`config.mk`:
```
export PLATFORM = sky130hd
export DESIGN_NAME = bp_cce_lce_req_rx
export DESIGN_NICKNAME = d
export VERILOG_FILES = /design/src/rtl/bp_cce_lce_req_rx.sv
export SDC_FILE = /design/constraint.sdc
export NUM_CORES = 1
export LEC_CHECK = 0
export BUFFER_PORTS_ARGS = -buffer_cell sky130_fd_sc_hd__buf_2
export CORE_AREA = 2 2 318 320
export DETAILED_ROUTE_END_ITERATION = 6
export DIE_AREA = 0 0 320 322
export PLACE_DENSITY = 0.4
export RECOVER_POWER = 100
export SYNTH_ARGS = -nofsm -noshare
export SYNTH_HDL_FRONTEND = slang
export SYNTH_SLANG_ARGS = --single-unit
```
`constraint.sdc`:
```
create_clock -name clk_i -period 2 [get_ports clk_i]
set_input_delay 0.2 -clock clk_i [delete_from_list [all_inputs] [get_ports clk_i]]
set_output_delay 0.2 -clock clk_i [all_outputs]
set_load 0.01 [all_outputs]
```
`src/rtl/bp_cce_lce_req_rx.sv`:
```
// CCE intake for LCE request messages: ready/valid in, decode and legality check, FIFO, valid/yumi out.
// Optional per-class counters on stat_o are built only when BP_CCE_REQ_RX_STATS_EN is defined.

module bp_cce_lce_req_rx_chk
  (input  logic clk_i
  ,input  logic reset_n_i
  ,input  logic req_v_i
  ,input  logic req_yumi_i
  );

  yumi_needs_valid: assert property (@(posedge clk_i) disable iff (!reset_n_i) req_yumi_i |-> req_v_i);

endmodule

module bp_cce_lce_req_rx
  #(parameter int          paddr_width_p     = 40
   ,parameter int          lce_id_width_p    = 4
   ,parameter int          cce_id_width_p    = 4
   ,parameter int          lce_assoc_p       = 8
   ,parameter int          cce_block_width_p = 512
   ,parameter int          dword_width_p     = 64
   ,parameter int          els_p             = 2
   ,parameter logic [2:0]  block_size_e_p    = 3'd6
   ,parameter int          lru_width_lp      = $clog2(lce_assoc_p)
   ,parameter int          header_width_lp   = 4 + 4 + paddr_width_p + 3 + cce_id_width_p
                                               + lce_id_width_p + lru_width_lp + 1
   ,parameter int          msg_width_lp      = header_width_lp + cce_block_width_p
   )
  (input  logic                          clk_i
  ,input  logic                          reset_n_i
  ,input  logic [cce_id_width_p-1:0]     cce_id_i
  ,input  logic [msg_width_lp-1:0]       lce_req_i
  ,input  logic                          lce_req_v_i
  ,output logic                          lce_req_ready_o
  ,output logic [header_width_lp-1:0]    req_header_o
  ,output logic [dword_width_p-1:0]      req_data_o
  ,output logic [1:0]                    req_class_o
  ,output logic                          req_v_o
  ,input  logic                          req_yumi_i
  ,output logic                          err_o
  ,output logic [paddr_width_p-1:0]      err_addr_o
  ,output logic [63:0]                   stat_o
  );

  typedef struct packed {
    logic                      non_exclusive;
    logic [lru_width_lp-1:0]   lru_way_id;
    logic [lce_id_width_p-1:0] src_id;
    logic [cce_id_width_p-1:0] dst_id;
    logic [2:0]                size;
    logic [paddr_width_p-1:0]  addr;
    logic [3:0]                subop;
    logic [3:0]                msg_type;
  } hdr_t;

  typedef enum logic [1:0] {
    e_init     = 2'd0,
    e_run      = 2'd1,
    e_err_seen = 2'd2
  } state_e;

  localparam int ptr_w_lp   = $clog2(els_p);
  localparam int cnt_w_lp   = $clog2(els_p + 1);
  localparam int entry_w_lp = 2 + header_width_lp + dword_width_p;
  localparam logic [cnt_w_lp-1:0] els_lp     = cnt_w_lp'(els_p);
  localparam logic [cnt_w_lp-1:0] cnt_one_lp = cnt_w_lp'(1);
  localparam logic [ptr_w_lp-1:0] ptr_one_lp = ptr_w_lp'(1);
  localparam logic [ptr_w_lp-1:0] ptr_max_lp = ptr_w_lp'(els_p - 1);

  function automatic logic [ptr_w_lp-1:0] ptr_inc(input logic [ptr_w_lp-1:0] p);
    if (p == ptr_max_lp) begin
      ptr_inc = '0;
    end else begin
      ptr_inc = p + ptr_one_lp;
    end
  endfunction

  hdr_t                      in_hdr_s;
  logic [dword_width_p-1:0]  in_dword_s;
  logic                      unused_s;
  logic [1:0]                cls_s;
  logic                      type_ok_s;
  logic                      legal_s;
  logic                      hs_s, enq_s, bad_s, deq_s;

  state_e                    state_q, state_d;
  logic [cnt_w_lp-1:0]       count_q, count_d;
  logic [ptr_w_lp-1:0]       wptr_q, wptr_d, rptr_q, rptr_d;
  logic                      ready_q, ready_d;
  logic                      v_q, v_d;
  logic                      err_q, err_d;
  logic [paddr_width_p-1:0]  err_addr_q, err_addr_d;
  logic [entry_w_lp-1:0]     mem_q [els_p];
  logic [entry_w_lp-1:0]     head_s;

  assign in_hdr_s   = hdr_t'(lce_req_i[header_width_lp-1:0]);
  assign in_dword_s = lce_req_i[header_width_lp +: dword_width_p];
  // Only the low dword of the block is ever needed downstream.
  assign unused_s   = ^lce_req_i[msg_width_lp-1:header_width_lp+dword_width_p];

  // Classify the incoming message and check its legality.
  always_comb begin
    cls_s     = 2'd0;
    type_ok_s = 1'b0;
    case (in_hdr_s.msg_type)
      4'd0: begin cls_s = 2'd0; type_ok_s = (in_hdr_s.size == block_size_e_p); end
      4'd1: begin cls_s = 2'd1; type_ok_s = (in_hdr_s.size == block_size_e_p); end
      4'd2: begin cls_s = 2'd2; type_ok_s = (in_hdr_s.size <= 3'd3); end
      4'd3: begin cls_s = 2'd3; type_ok_s = (in_hdr_s.size <= 3'd3); end
      default: begin cls_s = 2'd0; type_ok_s = 1'b0; end
    endcase
  end

  assign legal_s = type_ok_s & (in_hdr_s.dst_id == cce_id_i);
  assign hs_s    = lce_req_v_i & ready_q;
  assign enq_s   = hs_s & legal_s;
  assign bad_s   = hs_s & ~legal_s;
  assign deq_s   = req_yumi_i & v_q;

  // Next-state for the FSM, FIFO bookkeeping and registered outputs.
  always_comb begin
    state_d    = state_q;
    count_d    = count_q;
    wptr_d     = wptr_q;
    rptr_d     = rptr_q;
    err_d      = err_q | bad_s;
    err_addr_d = err_addr_q;
    case (state_q)
      e_init:     state_d = e_run;
      e_run:      if (bad_s) state_d = e_err_seen; else state_d = e_run;
      e_err_seen: state_d = e_err_seen;
      default:    state_d = e_init;
    endcase
    if (enq_s & ~deq_s) begin
      count_d = count_q + cnt_one_lp;
    end else if (~enq_s & deq_s) begin
      count_d = count_q - cnt_one_lp;
    end else begin
      count_d = count_q;
    end
    if (enq_s) wptr_d = ptr_inc(wptr_q); else wptr_d = wptr_q;
    if (deq_s) rptr_d = ptr_inc(rptr_q); else rptr_d = rptr_q;
    // Only the first illegal address is kept.
    if (bad_s & ~err_q) err_addr_d = in_hdr_s.addr; else err_addr_d = err_addr_q;
    ready_d = (state_d != e_init) & (count_d < els_lp);
    v_d     = (count_d != '0);
  end

  // FSM state, FIFO pointers and registered status outputs.
  always_ff @(posedge clk_i or negedge reset_n_i) begin
    if (!reset_n_i) begin
      state_q    <= e_init;
      count_q    <= '0;
      wptr_q     <= '0;
      rptr_q     <= '0;
      ready_q    <= 1'b0;
      v_q        <= 1'b0;
      err_q      <= 1'b0;
      err_addr_q <= '0;
    end else begin
      state_q    <= state_d;
      count_q    <= count_d;
      wptr_q     <= wptr_d;
      rptr_q     <= rptr_d;
      ready_q    <= ready_d;
      v_q        <= v_d;
      err_q      <= err_d;
      err_addr_q <= err_addr_d;
    end
  end

  // Entry storage: decoded class, header and low dword per slot.
  always_ff @(posedge clk_i or negedge reset_n_i) begin
    if (!reset_n_i) begin
      for (int i = 0; i < els_p; i++) mem_q[i] <= '0;
    end else if (enq_s) begin
      mem_q[wptr_q] <= {cls_s, in_hdr_s, in_dword_s};
    end
  end

  assign head_s          = mem_q[rptr_q];
  assign req_class_o     = head_s[entry_w_lp-1 -: 2];
  assign req_header_o    = head_s[dword_width_p +: header_width_lp];
  assign req_data_o      = head_s[dword_width_p-1:0];
  assign req_v_o         = v_q;
  assign lce_req_ready_o = ready_q;
  assign err_o           = err_q;
  assign err_addr_o      = err_addr_q;

`ifdef BP_CCE_REQ_RX_STATS_EN
  logic [15:0] stat_q [4];

  // Saturating per-class counters of legal enqueues.
  always_ff @(posedge clk_i or negedge reset_n_i) begin
    if (!reset_n_i) begin
      for (int k = 0; k < 4; k++) stat_q[k] <= 16'd0;
    end else if (enq_s && (stat_q[cls_s] != 16'hFFFF)) begin
      stat_q[cls_s] <= stat_q[cls_s] + 16'd1;
    end
  end

  assign stat_o = {stat_q[3], stat_q[2], stat_q[1], stat_q[0]};
`else
  assign stat_o = 64'd0;
`endif

  bp_cce_lce_req_rx_chk chk
    (.clk_i      (clk_i)
    ,.reset_n_i  (reset_n_i)
    ,.req_v_i    (v_q)
    ,.req_yumi_i (req_yumi_i)
    );

endmodule

```
---- After elaboration in Yosys (flattened, before gate mapping) ----
Index checks and enable logic that the tools add are counted.
storage, ports and cells
  bits in registers ....................... 307
  input bits .............................. 583
  output and inout bits ................... 236
  logic and storage cells ................. 63
cells by class
  add/subtract/negate cells ............... 4
  order comparisons ....................... 5
  equality and inequality tests ........... 7
  muxes and demuxes ....................... 14
  bitwise gates (word level) .............. 16
  reduce and logical (&&, ||, !) cells .... 7
operators with widths
  kind                                                            number
  two-way mux 129 bit                                             4
  bitwise mux 258 bit                                             1
  demux 129 bit (select 1 bit)                                    1
  case mux 2 bit (3 select lines)                                 2
  bitwise AND 1 bit                                               9
  == test 4 x 2 -> 1 bit, second input constant                   2
  two-way mux 2 bit                                               3
  == test 4 x 1 -> 1 bit, second input constant                   1
  == test 4 bit                                                   1
  >= comparator 2 bit, second input constant                      2
  logical NOT 4 bit                                               1
  inverter 1 bit                                                  4
  inverter 1 -> 2 bit                                             2
  nonzero test 2 bit                                              2
  OR reduction 2 bit                                              2
  == test 3 bit, second input constant                            1
  less-or-equal comparator 3 x 2 -> 1 bit, second input constant  1
  adder 1 bit, second input constant                              2
  adder 2 x 1 -> 2 bit, second input constant                     1
  == test 2 x 1 -> 1 bit, second input constant                   1
  == test 2 bit, second input constant                            1
  logical NOT 2 bit                                               1
  < comparator 2 x 1 -> 1 bit, second input constant              1
  < comparator 2 bit, second input constant                       1
  other kinds (5)                                                 6

---- Longest topological paths before layout ----
  depth in word-level cells ............... 11
  mapped depth ............................ 7
  gate-level depth less buffers ........... 5

---- Worst setup path before layout ----
OpenSTA, ideal clock, no wires.
  path kind ............................... input port to flip-flop
  start point ............................. in lce_req_i[3]
  end point ............................... reg mem_q[129] in the netlist's numbering
  setup time .............................. 0.125 ns
  arrival time ............................ 1.702 ns
  required time ........................... 1.875 ns
  path slack .............................. 0.174 ns
  cell stages on the path ................. 6
  path buffers ............................ 2
  path through ............................ or2_1 or3_4 nor4_4 buf_4 buf_6 mux2_2
between the ends
  word-level cells in the longest chain between the ends .. 5
  elaborated cells on any way between the ends .. 9
  classes of those cells .................. eq/ne (3); mux (1); bitwise (2); reduce/logical (3)
RTL lines
  item                                            RTL line  source
  start: declaration                              32        ,input logic [msg_width_lp-1:0] lce_req_i
  == test 4 x 2 -> 1 bit (tied with other cells)  105       case (in_hdr_s.msg_type)
  OR reduction 2 bit (no line)                    --
  case mux 1 bit (2 select lines) *               105
  bitwise AND 1 bit *                             114       assign legal_s = type_ok_s & (in_hdr_s.dst_id == cce_id_i);
  bitwise AND 1 bit *                             116       assign enq_s = hs_s & legal_s;
  end signal: indexed assignment                  177       mem_q[wptr_q] <= {cls_s, in_hdr_s, in_dword_s};
  end: declaration                                93        logic [entry_w_lp-1:0] mem_q [els_p];
Mark *: on every way between the ends. The rest lies on a longest branch, timed or not.
A chain may end at the register's enable or synchronous reset.

---- Worst setup path in the final report ----
  start point ............................. reg rptr_q
  end point ............................... out req_data_o[24]
between the ends
  word-level cells in the longest chain between the ends .. 4
RTL lines
  item                                                     RTL line  source
  start: declaration                                       88        logic [ptr_w_lp-1:0] wptr_q, wptr_d, rptr_q, rptr_d;
  start signal: assignment                                 164       rptr_q <= rptr_d;
  inverter 1 -> 2 bit (not written as such)                181       assign head_s = mem_q[rptr_q];
  two-way mux 129 bit (not written as such) (3 in series)  181
  end: declaration                                         36        ,output logic [dword_width_p-1:0] req_data_o
No other way between the ends. The select of a mux whose other input is x is not followed.

==> key figures <==
Outcome
  • Status: finished, violations left
  • Violations in the final reports: capacitance limit, slew limit, setup timing

Power
  • Total power per unit cell area: 900 mW/mm2
  • Leakage power of the design: around 0.011 uW
  • Total power consumption of the routed design: around 19,000 uW
  • Largest vdd supply drop: 0.560 mV

Routing
  • Drt via density: 3.32
  • Detailed router's first-iteration violation count: 273
  • Detail-routed net length per standard cell: 17.5 um
  • First-pass detailed-route iteration total: 4
  • Post-detailed-routing wire length: ~48,000 um
  • DRC Markers: 0
  • Number of routed nets with antenna violations: 0
  • Detailed-route via count: between 9,000 and 10,000

Yosys
  • Area share of xor/xnor cells in the synthesized design: 0.558%
  • Compound-cell area share of the yosys netlist: less than 1%
  • Fraction of synthesized area in multiplexers: around 37%
  • Count of cell types in the netlist: 34
  • Ys async rst share: 100%
  • Warnings from Yosys: 0
  • Post-synth top flop: sky130_fd_sc_hd__dfrtp_1
  • Syn_area_per_cell: 15.9 um2
  • Sequential element share of the synthesized area: 54.4%
  • Flip-flop and latch count after synthesis: about 310
  • Proportion of netlist area held by the largest area contributor: 54.4%
  • Synth top area cells: sky130_fd_sc_hd__dfrtp_1 54%, sky130_fd_sc_hd__mux2_2 25%, sky130_fd_sc_hd__mux2_4 11%, sky130_fd_sc_hd__buf_4 3.6%, sky130_fd_sc_hd__buf_12 1.6%
  • Cell taking the most area after synthesis: sky130_fd_sc_hd__dfrtp_1
  • Synthesized cell area: ~0.014 mm2
  • Dominant combinational cell family by area after synthesis: multiplexers
  • Count of flip-flops with a built-in enable after synthesis: 0
  • Adder and majority cell fraction of the synthesized area: 0%
  • Gate count after technology mapping: 888
  • Simple-Gate Fraction of Synth Area: 1.34%

STA
  • Setup repair after global routing missed its margin: true
  • Slew at the pin closest to its max-slew limit: 1.89 ns
  • Skew final: around 0.016 ns
  • Final worst path period need: 2.22 ns
  • Max-slew violations: 51
  • Final number of hold-violating endpoints: 0
  • Worst slew slack as a fraction of its limit: -26.2%
  • Count of endpoints failing setup in the final report: a little under 200
  • Slack of the critical path: -0.215 ns
  • Final cycle utilization of the critical path: 111%
  • Top achievable clock speed: around 450 MHz

Clock tree
  • Cell at the root of the clock tree: sky130_fd_sc_hd__clkbuf_16
  • Longest Clk Path Bufs: 3
  • TritonCTS buffer count: 42
  • Skew-Pair Late Insertion Delay: 0.60 ns
  • Clock edge transition at the registers on the reported setup and hold paths: 0.06 ns
  • CTS tree: yes
  • Clk sinks: just over 300
  • CTS H-tree lvls: 2

Placement
  • Placed wire-length estimate after detailed placement: a little over 30,000 um
  • Number of port buffers: 306
  • Pre-CTS setup slack: -0.211 ns
  • Weighted congestion at the end of routability-driven global placement: 0.704

Min path
  • Hold endpoint: mem_q[65]
  • Min-Delay Path Depth: 3
  • Start point of the worst min-delay path: lce_req_i[1]
  • Hold WC Path Type: in2reg

Job
  • MaxCap Viol Count: 1

Global route
  • Pin count of the biggest net entering global routing: 55
  • Total global routing track utilization: roughly 9%
  • Via count of the first global-routing pass: 9,906
  • GR peak layer: met2
  • GR met3 Demand/Resource: around 3.4%
  • Wire length of the first global-routing pass: 68,100 um
  • Initial antenna violation count: 3
  • Met2 Use GR: between 10% and 20%
  • Overall overflow remaining after global route: 0
  • Met1 GRT Util: 11.4%

Layout
  • Most frequent cells in the layout: 306 x sky130_fd_sc_hd__dfrtp_1, 244 x sky130_fd_sc_hd__mux2_4, 198 x sky130_fd_sc_hd__buf_2, 178 x sky130_fd_sc_hd__mux2_2, 126 x sky130_fd_sc_hd__dlygate4sd3_1
  • Most common cell after layout, fill and taps aside: sky130_fd_sc_hd__dfrtp_1
  • Final layout net count: 1,991
  • Syn-to-layout area delta: 52.7%
  • Fraction of final layout cells sized beyond drive strength 1: 59.3%

Setup path
  • Maximum fanout count along the critical path: 6
  • Setup slack on the worst flop-to-flop path: -0.14 ns
  • Required time of the worst setup path: 1.80 ns
  • Logic depth of the worst register-to-register path: 9
  • Startpoint types: flip-flop
  • FF-to-FF Start: lce_req_ready_o
  • Critical path endpoint category: output pin
  • Setup CP Type: reg2out
  • Capture point of the worst reg-to-reg path: mem_q[166]
  • Data arrival, critical path: 2.02 ns

Floorplan
  • Die Y-Extent: 322 um
  • DIE AREA: 0.103 mm2
  • Core Region: 0.0996 mm2
  • I/O pin total: 819
  • Starting density of the core: 14.2%
  • Horizontal die dimension: 320 um
  • Number of placement rows: about 120
==> what timing repair did <==
action                                 CTS  global route
pin swaps                                0             1
gates cloned                            14             6
endpoints found under the hold margin  359             0
hold buffers                           126             0
resized for setup                       89           193
setup endpoints to repair              207           271
buffers inserted                        18            12
==> flip-flops by register name (all words and copies together) (netlist names) <==
| signal | flops |
|---|---|
| mem_q | 258 |
| err_addr_o | 40 |
| count_q | 2 |
| state_q | 2 |
| err_o | 1 |
| lce_req_ready_o | 1 |
| req_v_o | 1 |
| rptr_q | 1 |
| wptr_q | 1 |
==> stage by stage <==
stage | TNS [ns] | hold WS [ns] | cell area, um2 | util, % | std cells
2_1_floorplan | 0 | -0.0956 | 14400 | - | 951
3_3_place_gp | -30.69 | 0.215 | 17200 | 17.3 | 2498
3_5_place_dp | -31.68 | 0.216 | 17200 | 17.3 | 2498
4_1_cts | -37.34 | 0.0147 | 20900 | 21.0 | 2733
5_1_grt | -54.46 | 0.0582 | 21600 | 21.7 | 2740
6_report | -24.53 | 0.0636 | 21600 | 21.7 | 2741
==> cells in the mapped netlist, types with 2 or more instances <==
| library cell | n |
|---|---|
| sky130_fd_sc_hd__mux2_2 | 316 |
| sky130_fd_sc_hd__a21oi_1 | 3 |
| sky130_fd_sc_hd__buf_2 | 7 |
| sky130_fd_sc_hd__nor2_1 | 3 |
| sky130_fd_sc_hd__xor2_1 | 3 |
| sky130_fd_sc_hd__mux2i_1 | 2 |
| sky130_fd_sc_hd__and4_1 | 3 |
| sky130_fd_sc_hd__nor2b_1 | 3 |
| sky130_fd_sc_hd__mux2_4 | 106 |
| sky130_fd_sc_hd__buf_6 | 12 |
| sky130_fd_sc_hd__dfrtp_1 | 307 |
| sky130_fd_sc_hd__buf_4 | 67 |
| sky130_fd_sc_hd__buf_12 | 11 |
| sky130_fd_sc_hd__a211oi_1 | 2 |
| sky130_fd_sc_hd__xnor2_1 | 6 |
| sky130_fd_sc_hd__and2_1 | 3 |
| sky130_fd_sc_hd__buf_1 | 3 |
| sky130_fd_sc_hd__a21o_1 | 2 |
| sky130_fd_sc_hd__clkbuf_1 | 11 |
| sky130_fd_sc_hd__nand2_1 | 4 |
==> layer usage <==
layer | vias to the layer above | routed length, um
met2 | 321 | 21200
met5 | - | 16
met1 | 4645 | 21600
li1 | 4066 | -
met3 | 58 | 3740
met4 | 2 | 1350
==> final cells by class <==
cell class,count,area [um2]
fill,10700,78000
sequential,307,7690
multi-input combinational,532,6270
timing repair buffer,524,4570
tap,1298,1620
clock buffer,61,1210
clock inverter,17,196
inverter,1,3.75
antenna,1,2.50
==> worst max-delay path, cell delays in order (launching register included) <==
cell	delay (ns)
sky130_fd_sc_hd__dfrtp_4	0.55
sky130_fd_sc_hd__buf_12	0.18
sky130_fd_sc_hd__buf_12	0.13
sky130_fd_sc_hd__buf_16	0.13
sky130_fd_sc_hd__mux2_2	0.28
sky130_fd_sc_hd__buf_6	0.13
==> cell families (layout without fill, tap and decap cells) <==
kind of cell	count (synthesis)	after routing
buffers and inverters	112	603
other	1	65
AO/OA/AOI/OAI	8	8
flip-flops	307	307
multiplexers	424	424
AND/OR/NAND/NOR	27	27
XOR/XNOR	9	9
==> power breakdown <==
| group | total [uW] | internal [uW] | switching (uW) |
|---|---|---|---|
| Combinational | 4580 | 2460 | 2120 |
| Sequential | 7240 | 6840 | 396 |
| Clock | 7610 | 4530 | 3080 |
==> worst max-delay path by stage <==
stage / from / endpoint / slack [ns]
floorplan: lce_req_i[3] / mem_q[129] / 0.17
detailed placement: lce_req_i[3] / mem_q[152] / -0.21
finish: rptr_q / req_data_o[24] / -0.22
global placement: lce_req_i[3] / mem_q[155] / -0.20
global route: rptr_q / req_header_o[0] / -0.30
CTS: rptr_q / req_header_o[28] / -0.29
(Power assumes the default switching activity.)
